`config.mk`:
```
export PLATFORM = sky130hd
export DESIGN_NAME = inv_mix_columns_seq
export DESIGN_NICKNAME = d
export VERILOG_FILES = /design/src/rtl/inv_mix_columns_seq.sv
export SDC_FILE = /design/constraint.sdc
export NUM_CORES = 1
export LEC_CHECK = 0
export CAP_MARGIN = 10
export CORE_UTILIZATION = 48
export DETAILED_ROUTE_END_ITERATION = 6
export GPL_TIMING_DRIVEN = 1
export PLACE_DENSITY = 0.81
export SLEW_MARGIN = 20
export SYNTH_ARGS = -nofsm -noshare
export SYNTH_HDL_FRONTEND = slang
export SYNTH_SLANG_ARGS = --single-unit
```
`constraint.sdc`:
```
create_clock -name clk -period 3 [get_ports clk]
set_input_delay 0.3 -clock clk [delete_from_list [all_inputs] [get_ports clk]]
set_output_delay 0.3 -clock clk [all_outputs]
set_load 0.005 [all_outputs]
```
`src/rtl/inv_mix_columns_seq.sv`:
```
// -----------------------------------------------------------------------------
// inv_mix_columns_seq
//
// Iterative AES InvMixColumns engine for the decryption datapath. One 128-bit
// state is accepted over a valid/ready handshake, transformed one column per
// clock through a single shared column unit, and presented over a second
// valid/ready handshake. Field arithmetic is built from the xtime /
// eightbitxor / constant-multiply primitives shared with the encrypt side.
//
// Ports:
//   clk        in   1    rising-edge clock
//   rst_n      in   1    asynchronous active-low reset
//   in_valid   in   1    state_in carries a state to transform
//   in_ready   out  1    block is idle and can accept a state
//   state_in   in   128  byte k = state_in[127-8k -: 8], column c = bytes 4c..4c+3
//   out_valid  out  1    state_out carries a finished result
//   out_ready  in   1    downstream accepts state_out
//   state_out  out  128  transformed state, same byte ordering as state_in
//
// Latency is 4 cycles from the accept edge to out_valid; a new state can be
// accepted the cycle after the output handshake (one state per 6 cycles).
// -----------------------------------------------------------------------------
module inv_mix_columns_seq (
  input  logic         clk,
  input  logic         rst_n,
  input  logic         in_valid,
  output logic         in_ready,
  input  logic [127:0] state_in,
  output logic         out_valid,
  input  logic         out_ready,
  output logic [127:0] state_out
);

  typedef enum logic [1:0] {
    IDLE = 2'd0,
    BUSY = 2'd1,
    DONE = 2'd2
  } state_t;

  state_t       state;
  logic [1:0]   col;
  logic [127:0] src;
  logic [127:0] dst;
  logic [31:0]  col_in;
  logic [31:0]  col_out;
  logic [7:0]   s0, s1, s2, s3;

  // Multiply by x modulo x^8+x^4+x^3+x+1.
  function automatic logic [7:0] xtime(input logic [7:0] b);
    return {b[6:0], 1'b0} ^ (b[7] ? 8'h1b : 8'h00);
  endfunction

  function automatic logic [7:0] eightbitxor(input logic [7:0] a,
                                             input logic [7:0] b,
                                             input logic [7:0] c,
                                             input logic [7:0] d);
    return a ^ b ^ c ^ d;
  endfunction

  // Constant multiply by a 4-bit coefficient (0e/0b/0d/09 here). The
  // coefficient is always a literal at the call site, so the unused terms
  // fold away and each multiply reduces to a small XOR network.
  function automatic logic [7:0] mul(input logic [7:0] b, input logic [3:0] k);
    logic [7:0] x2;
    logic [7:0] x4;
    logic [7:0] x8;
    x2 = xtime(b);
    x4 = xtime(x2);
    x8 = xtime(x4);
    return (k[0] ? b  : 8'h00) ^
           (k[1] ? x2 : 8'h00) ^
           (k[2] ? x4 : 8'h00) ^
           (k[3] ? x8 : 8'h00);
  endfunction

  // Column selector feeding the shared column unit.
  always_comb begin
    col_in = src[31:0];
    case (col)
      2'd0:    col_in = src[127:96];
      2'd1:    col_in = src[95:64];
      2'd2:    col_in = src[63:32];
      default: col_in = src[31:0];
    endcase
  end

  assign s0 = col_in[31:24];
  assign s1 = col_in[23:16];
  assign s2 = col_in[15:8];
  assign s3 = col_in[7:0];

  // Shared column unit: 16 constant multiplies and four 4-input XOR trees.
  always_comb begin
    col_out = {
      eightbitxor(mul(s0, 4'he), mul(s1, 4'hb), mul(s2, 4'hd), mul(s3, 4'h9)),
      eightbitxor(mul(s0, 4'h9), mul(s1, 4'he), mul(s2, 4'hb), mul(s3, 4'hd)),
      eightbitxor(mul(s0, 4'hd), mul(s1, 4'h9), mul(s2, 4'he), mul(s3, 4'hb)),
      eightbitxor(mul(s0, 4'hb), mul(s1, 4'hd), mul(s2, 4'h9), mul(s3, 4'he))
    };
  end

  always_ff @(posedge clk or negedge rst_n) begin
    if (!rst_n) begin
      state <= IDLE;
      col   <= '0;
      src   <= '0;
      dst   <= '0;
    end else begin
      case (state)
        IDLE: begin
          if (in_valid) begin
            src   <= state_in;
            col   <= '0;
            state <= BUSY;
          end
        end
        BUSY: begin
          case (col)
            2'd0:    dst[127:96] <= col_out;
            2'd1:    dst[95:64]  <= col_out;
            2'd2:    dst[63:32]  <= col_out;
            default: dst[31:0]   <= col_out;
          endcase
          col <= col + 2'd1;
          if (col == 2'd3) begin
            state <= DONE;
          end
        end
        DONE: begin
          if (out_ready) begin
            state <= IDLE;
          end
        end
        default: state <= IDLE;
      endcase
    end
  end

  // Handshake outputs decode registered state only. state_out is masked
  // outside DONE so a partially written dst is never visible.
  assign in_ready  = (state == IDLE);
  assign out_valid = (state == DONE);
  assign state_out = (state == DONE) ? dst : '0;

endmodule
```
==> summary.txt, run 1 <==
CTS
  • TritonCTS clock tree: built
  • CTS max path bufs: 3
  • H-tree depth: 1
  • Cts bufs inserted: 26
  • Sink Count: 260
  • Clock latency on the worst-skew pair: ~0.54 ns
  • Clk slew on worst S/H paths: 0.07 ns
  • Root buffer cell: clkbuf_16

Timing
  • Post-route setup slack: -0.2468 ns
  • Worst Tran Pin Value: between 0.8 and 0.9 ns
  • RSZ-0062 raised after global routing: yes
  • Rel. slew slack: 44.91%
  • Setup violations, final: 115
  • Clock skew: 0.01733 ns
  • Max-slew violations: 0
  • Tmin final: 3.247 ns
  • Fmax: 0.3080 GHz
  • Final Hold Viols: 0
  • Hold slack final: roughly 0.36 ns
  • Fin crit share: 108.2%

Detailed routing
  • Antenna Nets Post-Route: 0
  • Initial DRT Pass Iterations: 6
  • Detailed-route via count: around 12000
  • Iter 0 DRT Violations: 855
  • Total Wirelength: roughly 46000 um
  • Via-to-Cell Ratio: 5.326
  • Drt drc: 0
  • Avg WL per Cell: 20.76 um

Min path
  • Worst Hold Class: in -> reg

Worst setup path
  • CP Cell Sequence: inv_2, ha_4, buf_12, buf_8, a222oi_1, buf_4, xor2_4, a221oi_4, buf_12, xor2_4, xnor2_2, xor2_2, xnor2_1, buf_4, o21ai_1
  • Required time of the critical path: 3.38 ns
  • Worst Path Buf+Inv: 6
  • CP Max Fanout: 8
  • CP Launch Type: flop
  • CP max stage delay: 0.40 ns
  • CP arrival: 3.63 ns
  • Critical path's top delay family: buffers and inverters
  • CP Capture Type: flop
  • CP max-delay cell: dfrtp_1
  • WS Path Type: reg -> reg

Yosys
  • Post-synth cell types: 31
  • Avg Inst Size Synth: 10.30 sq um
  • Yosys top cell area share: ~46%
  • Area leader, netlist: dfrtp_1
  • Register area share after synthesis: 46.06%
  • Syn Inst Count: 1371
  • Mapped cell area: around 14000 sq um
  • Synth async-reset ratio: 100.0%
  • Syn nets: 1508
  • Top cells by area, synth: dfrtp_1 (46%), xnor2_1 (12%), mux2_2 (10%)
  • Count leader, synth: dfrtp_1
  • Post-synth EDFFs: 0
  • Most common flop cell mapped by yosys: dfrtp_1
  • Synthesis-stage register bit count: 260
  • Synth warn: 0
  • Top post-synthesis cells by count: dfrtp_1 (260), xnor2_1 (199), nand2_1 (163), and2_1 (130), mux2_2 (125)

GRT
  • Vias in the first global route: 12010
  • Grt met2 use: 51.89%
  • Global Route Usage Sum: 29.87%
  • Most used routing layer: met2
  • Met1 Track Usage GR: 38.57%
  • Initial antenna violation count: 0
  • First-pass GRT wire length: 69170 um
  • Largest net degree at the start of global routing: 105
  • GRT Residual Overflow: 0
  • Met3 GRT Util: between 3 and 4%

Cells and area
  • Final instance area: 21610 sq um
  • Finished Layout Cells: 2230
  • Layout cells sized above 1: 33.91%
  • Area growth syn-to-layout: 52.98%
  • Fillers: 1895
  • Total Nets Final: 1965
  • N_diodes: 0

Placement
  • Dpl ws: -0.3048 ns
  • Port Buffers: 261
  • Routability cong.: around 0.9
  • Placed Instances: 2138
  • Placed Area: between 15000 and 20000 sq um
  • Post-DP HPWL: 34270 um

Outcome
  • Failing checks: negative setup slack
  • Status: finished with violations

Floorplan
  • Die ar.: 30120 sq um
  • Placeable Area: 28860 sq um
  • Die Width: 173.5 um
  • I/O pin count: around 260
  • Row count: 62
  • Die Y: about 170 um
  • Initial Util: approximately half

Job
  • Max_cap viols: 0
-- tightest hold or removal path, cell delays in order --
cell	delay, ns
clkdlybuf4s50_1	0.42
nand2_1	0.06
o21ai_0	0.06
-- per-stage QoR --
stage / TNS, ns / utilization [%]
floorplan: 0 / -
global placement: -18.81 / 64.85
detailed placement: -23.13 / 64.85
CTS: -6.611 / 71.22
global route: -30.12 / 74.88
finish: -15.68 / 74.88
-- sequential cells by signal, summed over array words and instances (netlist names) --
register	count
col	2
state	2
dst	128
src	128
-- logic make-up (layout without fill, tap and decap cells) --
family | count (synthesis) | in the layout | synth area share [%]
and+or+nand+nor | 339 | 339 | 11.38
AOI/OAI and AO/OA | 230 | 230 | 9.602
buffers and inverters | 110 | 585 | 3.207
muxes | 138 | 138 | 10.98
DFF | 260 | 260 | 46.06
xor gates and xnor gates | 289 | 289 | 18.33
adders and majority gates | 5 | 5 | 0.4429
-- placed cells by master (no fill, tap or decap), types with 32 or more instances in the layout --
cell type	instances
a222oi_1	32
and2_1	129
buf_4	225
clkdlybuf4s50_1	260
dfrtp_1	259
mux2_2	125
nand2_1	159
nor2_1	42
o21ai_0	46
o21ai_1	76
o21ai_2	33
xnor2_1	115
xnor2_2	66
xor2_1	51
-- final cells by class --
cell class,instances,area (sq um),area share [%]
multi-input cells,1001,8706,40.29
inverters,7,26.28,0.1216
flip-flops and latches,260,6507,30.12
repair buffers,532,5016,23.21
clock buffers,40,764.5,3.538
well taps,384,480.5,2.224
clock inverters,6,107.6,0.4980
-- final timing paths --
check / start / to / depth (start not counted) / slack [ns]
min in group asynchronous: rst_n / dst[103] / 2 / 0.41
worst min register to register: dst[65] / dst[65] / 2 / 0.47
worst max register to register: col[1] / dst[61] / 15 / -0.25
max in group asynchronous: rst_n / dst[28] / 3 / 1.75
worst min-delay path: state_in[4] / src[4] / 3 / 0.36
worst max-delay path: col[1] / dst[61] / 15 / -0.25
-- routing by layer --
metal | vias to the layer above | share of wire (%)
met5 | - | 0
met4 | 0 | 3.5
met3 | 98 | 5.6
met2 | 468 | 50
met1 | 5869 | 41
li1 | 5442 | -
-- timing repair --
item                       in CTS  in global routing
gates resized for setup       126                157
hold endpoints to repair       97                  0
pin swaps                      58                 89
cloned                          0                  2
hold buffers                    1                  0
buffers inserted               26                 25
setup endpoints to repair     127                128
Power of run 1 is not shown: default switching activity piles up to over one toggle a cycle in this logic, so the estimate is an artifact.
==> run 2, diff against run 1 <==
- CAP_MARGIN: 10 -> not set
- CORE_ASPECT_RATIO: not set -> 1.75
- MAX_ROUTING_LAYER: not set -> met4
==> run 2 against run 1 <==
  * The run still ends with negative setup slack left
  * Final area rose by 1.3%
  * Critical path depth unchanged
  * First-iteration DRC count shrank 5.4%
  * Critical endpoint is now dst[77]
  * Highest routed layer unchanged
==> summary.txt, run 2 (synthesis results as in run 1) <==
Detailed routing
  • Uppermost layer routed: met4
  • M1 WL: 15710 um
  • Drt drc: 0
  • Via-to-Cell Ratio: between 5 and 6
  • Iter 0 DRT Violations: around 810
  • Avg WL per Cell: 20.90 um
  • Detailed-route via count: 11990
  • Met3 wire length: 1705 um
  • Total Wirelength: 46220 um
  • Initial DRT Pass Iterations: 5
  • Antenna Nets Post-Route: 0
  • Met2 wire length: about 26000 um

CTS
  • Cts bufs inserted: 23
  • Clk slew on worst S/H paths: ~0.07 ns
  • Sink Count: 260
  • Clock latency on the worst-skew pair: 0.53 ns
  • Root buffer cell: clkbuf_16
  • H-tree depth: 1
  • CTS max path bufs: 3
  • TritonCTS clock tree: built

Timing
  • Fmax: 0.3102 GHz
  • Setup violations, final: 119
  • Fin crit share: 107.4%
  • Post-route setup slack: -0.2234 ns
  • RSZ-0062 raised after global routing: yes
  • Max-slew violations: 0
  • Worst Tran Pin Value: 0.8254 ns
  • Clock skew: 0.01343 ns
  • Rel. slew slack: 44.98%
  • Final Hold Viols: 0
  • Tmin final: 3.223 ns

Worst setup path
  • R2R Path Start: col[0]
  • CP Max Fanout: 6
  • CP arrival: 3.59 ns
  • FF-to-FF setup slack: -0.22 ns
  • CP Capture Type: flop
  • Reg2reg path depth: 15
  • FF-to-FF End: dst[77]
  • WS Path Type: reg -> reg
  • CP Launch Type: flop
  • Required time of the critical path: 3.36 ns

Outcome
  • Failing checks: negative setup slack
  • Status: finished with violations

Floorplan
  • Placeable Area: 28830 sq um
  • Die ar.: 30140 sq um
  • Die Y: 228.9 um
  • Initial Util: between 40% and 50%
  • Die Width: between 100 and 150 um
  • Row count: 82
  • I/O pin count: 262

GRT
  • Vias in the first global route: 12210
  • Largest net degree at the start of global routing: 131
  • Initial antenna violation count: 0
  • First-pass GRT wire length: 68240 um
  • Global Route Usage Sum: 30.24%
  • GRT Residual Overflow: 0

Cells and area
  • Finished Layout Cells: 2211
  • N_diodes: 0
  • Commonest non-fill, non-tap cell in the layout: clkdlybuf4s50_1
  • Area growth syn-to-layout: 55.03%
  • Layout cells sized above 1: 35.95%
  • Total Nets Final: 1955
  • Biggest regs: dst x128, src x128
  • Commonest cells after routing, fill and taps aside: clkdlybuf4s50_1 (260), dfrtp_1 (259), buf_4 (195)

Placement
  • Placed Instances: between 2000 and 2500
  • Routability cong.: 0.9565
  • Post-DP HPWL: ~32000 um
  • Port Buffers: 261

Job
  • Max_cap viols: 0

Min path
  • Worst Hold Class: in -> async
==> run 2: timing repair <==
action,CTS,global route
resized for setup,221,165
pin swaps,148,138
hold buffers,1,0
endpoints found under the hold margin,88,0
cloned,0,1
setup endpoints to repair,128,128
buffers inserted,53,27
==> run 2: worst max-delay path by stage <==
stage / cells past startpoint / endpoint / slack, ns / startpoint
after global placement: 11 / dst[122] / -0.49 / col[1]
after CTS: 15 / dst[108] / -0.19 / col[0]
final: 15 / dst[77] / -0.22 / col[0]
after detailed placement: 12 / dst[17] / -0.54 / col[1]
after floorplan: 11 / dst[108] / 0.009 / col[0]
after global routing: 15 / dst[108] / -0.37 / col[0]
==> run 2: area by class of cell <==
| type | instances | area, sq um |
|---|---|---|
| clock buffers | 30 | 641.9 |
| flip-flops and latches | 260 | 6507 |
| clock inverters | 10 | 132.6 |
| well taps | 378 | 473.0 |
| multi-input cells | 1001 | 9056 |
| repair buffers | 525 | 5057 |
| fillers | 1741 | 6933 |
| inverters | 7 | 28.78 |
==> run 2: worst max-delay path, stage by stage (launching register included) <==
cell	delay, ns
dfrtp_1	0.39
inv_2	0.09
ha_4	0.19
buf_12	0.13
buf_8	0.12
a222oi_1	0.38
buf_4	0.20
buf_4	0.14
xnor2_2	0.08
xnor2_2	0.27
mux2i_4	0.16
xnor2_4	0.20
buf_6	0.15
xnor2_2	0.23
xnor2_4	0.18
o21ai_0	0.14
==> run 2: stage by stage <==
| stage | area [sq um] | setup slack, ns | setup TNS, ns | hold WS [ns] | util [%] |
|---|---|---|---|---|---|
| finish | 21900 | -0.2234 | -11.88 | 0.3559 | 75.95 |
| global route | 21900 | -0.3694 | -24.87 | 0.3774 | 75.95 |
| CTS | 20910 | -0.1946 | -5.498 | 0.3510 | 72.54 |
| detailed placement | 18440 | -0.5371 | -44.24 | 0.3903 | 63.95 |
| global placement | 18440 | -0.4891 | -35.89 | 0.3772 | 63.95 |
| floorplan | 14150 | 0.008655 | 0 | 0.004409 | - |
==> run 2: routing by layer <==
layer	vias to the layer above	track usage, %
met5	-	-
met4	0	17.84
met3	153	2.706
met2	470	55.37
met1	5920	31.17
li1	5442	-
Power of run 2 is left out for the same reason.
==> run 3, diff against run 2 <==
- ABC_CLOCK_PERIOD_IN_PS: not set -> 3000
- CORE_ASPECT_RATIO: 1.75 -> not set
- GPL_TIMING_DRIVEN: 1 -> not set
==> run 3 against run 2 <==
  * The run still ends with negative setup slack left
  * Register-to-register slack got worse by 0.09 ns
  * Maximum frequency decreased by 2.6%
  * Worst setup slack got worse by 0.086 ns
  * Routed wire length grew 1.2%
  * Core utilization is 0.40 points higher
  * Flip-flop and latch count stayed put
  * Critical endpoint is now dst[36]
  * Largest cell class unchanged
  * Highest routed layer unchanged
==> summary.txt, run 3 (synthesis results as in run 1) <==
Cells and area
  • Final core utilization: between 70 and 80%
  • Biggest regs: dst x128, src x128
  • Commonest cells after routing, fill and taps aside: clkdlybuf4s50_1 (260), dfrtp_1 (259), buf_4 (192)
  • Commonest non-fill, non-tap cell in the layout: clkdlybuf4s50_1
  • Area growth syn-to-layout: 55.99%
  • Total Nets Final: 1959
  • Finished Layout Cells: between 2000 and 2500
  • N_diodes: 0
  • Layout cells sized above 1: roughly a third

Detailed routing
  • Antenna Nets Post-Route: 0
  • Iter 0 DRT Violations: 975
  • Initial DRT Pass Iterations: 6
  • Via-to-Cell Ratio: 5.374
  • Avg WL per Cell: ~21 um
  • Total Wirelength: 46790 um
  • Drt drc: 0
  • Detailed-route via count: approximately 12000

CTS
  • TritonCTS clock tree: built
  • Sink Count: 260
  • Cts bufs inserted: 27
  • Clock latency on the worst-skew pair: 0.55 ns
  • CTS max path bufs: 3
  • Root buffer cell: clkbuf_16
  • H-tree depth: 1
  • Clk slew on worst S/H paths: about 0.060 ns

Timing
  • Tmin final: 3.309 ns
  • Final Hold Viols: 0
  • Hold slack final: 0.3388 ns
  • Fmax: 0.3022 GHz
  • RSZ-0062 raised after global routing: yes
  • Rel. slew slack: 50.21%
  • Max-slew violations: 0
  • Worst Tran Pin Value: 0.7468 ns
  • Setup violations, final: 128
  • Clock skew: 0.02059 ns
  • Fin crit share: 110.3%
  • Post-route setup slack: -0.3093 ns
  • Sum Neg Setup Slack: -22.03 ns

Worst setup path
  • CP max-delay cell: xnor3_2
  • FF-to-FF setup slack: -0.31 ns
  • Critical path's top delay family: XOR/XNOR gates
  • Worst Path Buf+Inv: 6
  • Required time of the critical path: 3.42 ns
  • CP arrival: 3.73 ns
  • CP Capture Type: flop
  • CP Cell Sequence: buf_6, ha_4, buf_12, buf_12, buf_4, a222oi_1, buf_4, a21oi_2, xnor3_2, xnor2_2, xnor2_1, xnor2_1, buf_4, o21ai_1
  • CP Launch Type: flop
  • CP max stage delay: 0.49 ns
  • Crit path top cell by count: buf_4
  • WS Path Type: reg -> reg
  • CP Max Fanout: 7

Min path
  • Worst Hold Class: in -> reg

Placement
  • Post-DP HPWL: around 33000 um
  • Placed Instances: between 2000 and 2500
  • Routability cong.: slightly below 1
  • Port Buffers: 261

Floorplan
  • Die Y: approximately 170 um
  • Die Width: 173.5 um
  • Die ar.: around 30000 sq um
  • Initial Util: 48.95%
  • Placeable Area: 28860 sq um
  • I/O pin count: about 260
  • Row count: between 60 and 70

GRT
  • GRT Residual Overflow: 0
  • Global Route Usage Sum: 30.31%
  • Largest net degree at the start of global routing: 91
  • First-pass GRT wire length: slightly below 70000 um
  • Vias in the first global route: 11830
  • Initial antenna violation count: 0

Job
  • Max_cap viols: 0

Outcome
  • Status: finished with violations
  • Failing checks: negative setup slack
run 3: worst min-delay path, stage by stage:
cell and delay [ns]:
clkdlybuf4s50_1 0.41, nand2_1 0.06, o21ai_0 0.06
run 3: layout make-up:
cell class | count | area (sq um)
Clock inverter | 5 | 46.29
Timing Repair Buffer | 525 | 5111
Fill cell | 1798 | 6824
Tap cell | 384 | 480.5
Clock buffer | 41 | 798.3
Multi-Input combinational cell | 1001 | 9059
Sequential cell | 260 | 6507
Inverter | 7 | 31.28
run 3: metrics by stage:
step           cell area [sq um]  worst slack, ns
6_report                   22030          -0.3093
3_3_place_gp               18510          -0.4831
3_5_place_dp               18510          -0.6011
2_1_floorplan              14150         0.008655
4_1_cts                    20580          -0.1751
5_1_grt                    22030          -0.3823
run 3: routing by layer:
| metal | GRT usage, % | up-vias | share of wire, % |
|---|---|---|---|
| met2 | 50.52 | 480 | 50 |
| met1 | 39.69 | 5940 | 41 |
| met3 | 3.421 | 87 | 5.6 |
| met4 | 7.190 | 0 | 3.1 |
| li1 | - | 5439 | - |
| met5 | - | - | 0 |
run 3: worst paths after layout:
| kind | end | from | cells after the start |
|---|---|---|---|
| hold / removal | src[4] | state_in[4] | 3 |
| min in group asynchronous | dst[3] | rst_n | 2 |
| setup reg to reg | dst[36] | col[0] | 14 |
| setup / recovery | dst[36] | col[0] | 14 |
| hold reg to reg | dst[73] | dst[73] | 2 |
| max in group asynchronous | dst[16] | rst_n | 3 |
run 3: repair_timing:
item                       CTS  global route
setup endpoints to repair  128           128
cloned                       3             3
hold endpoints to repair    85             0
pin swaps                   71           108
buffers inserted            31            32
resized for setup          148           201
hold buffers                 1             0
Power of run 3 is left out for the same reason.
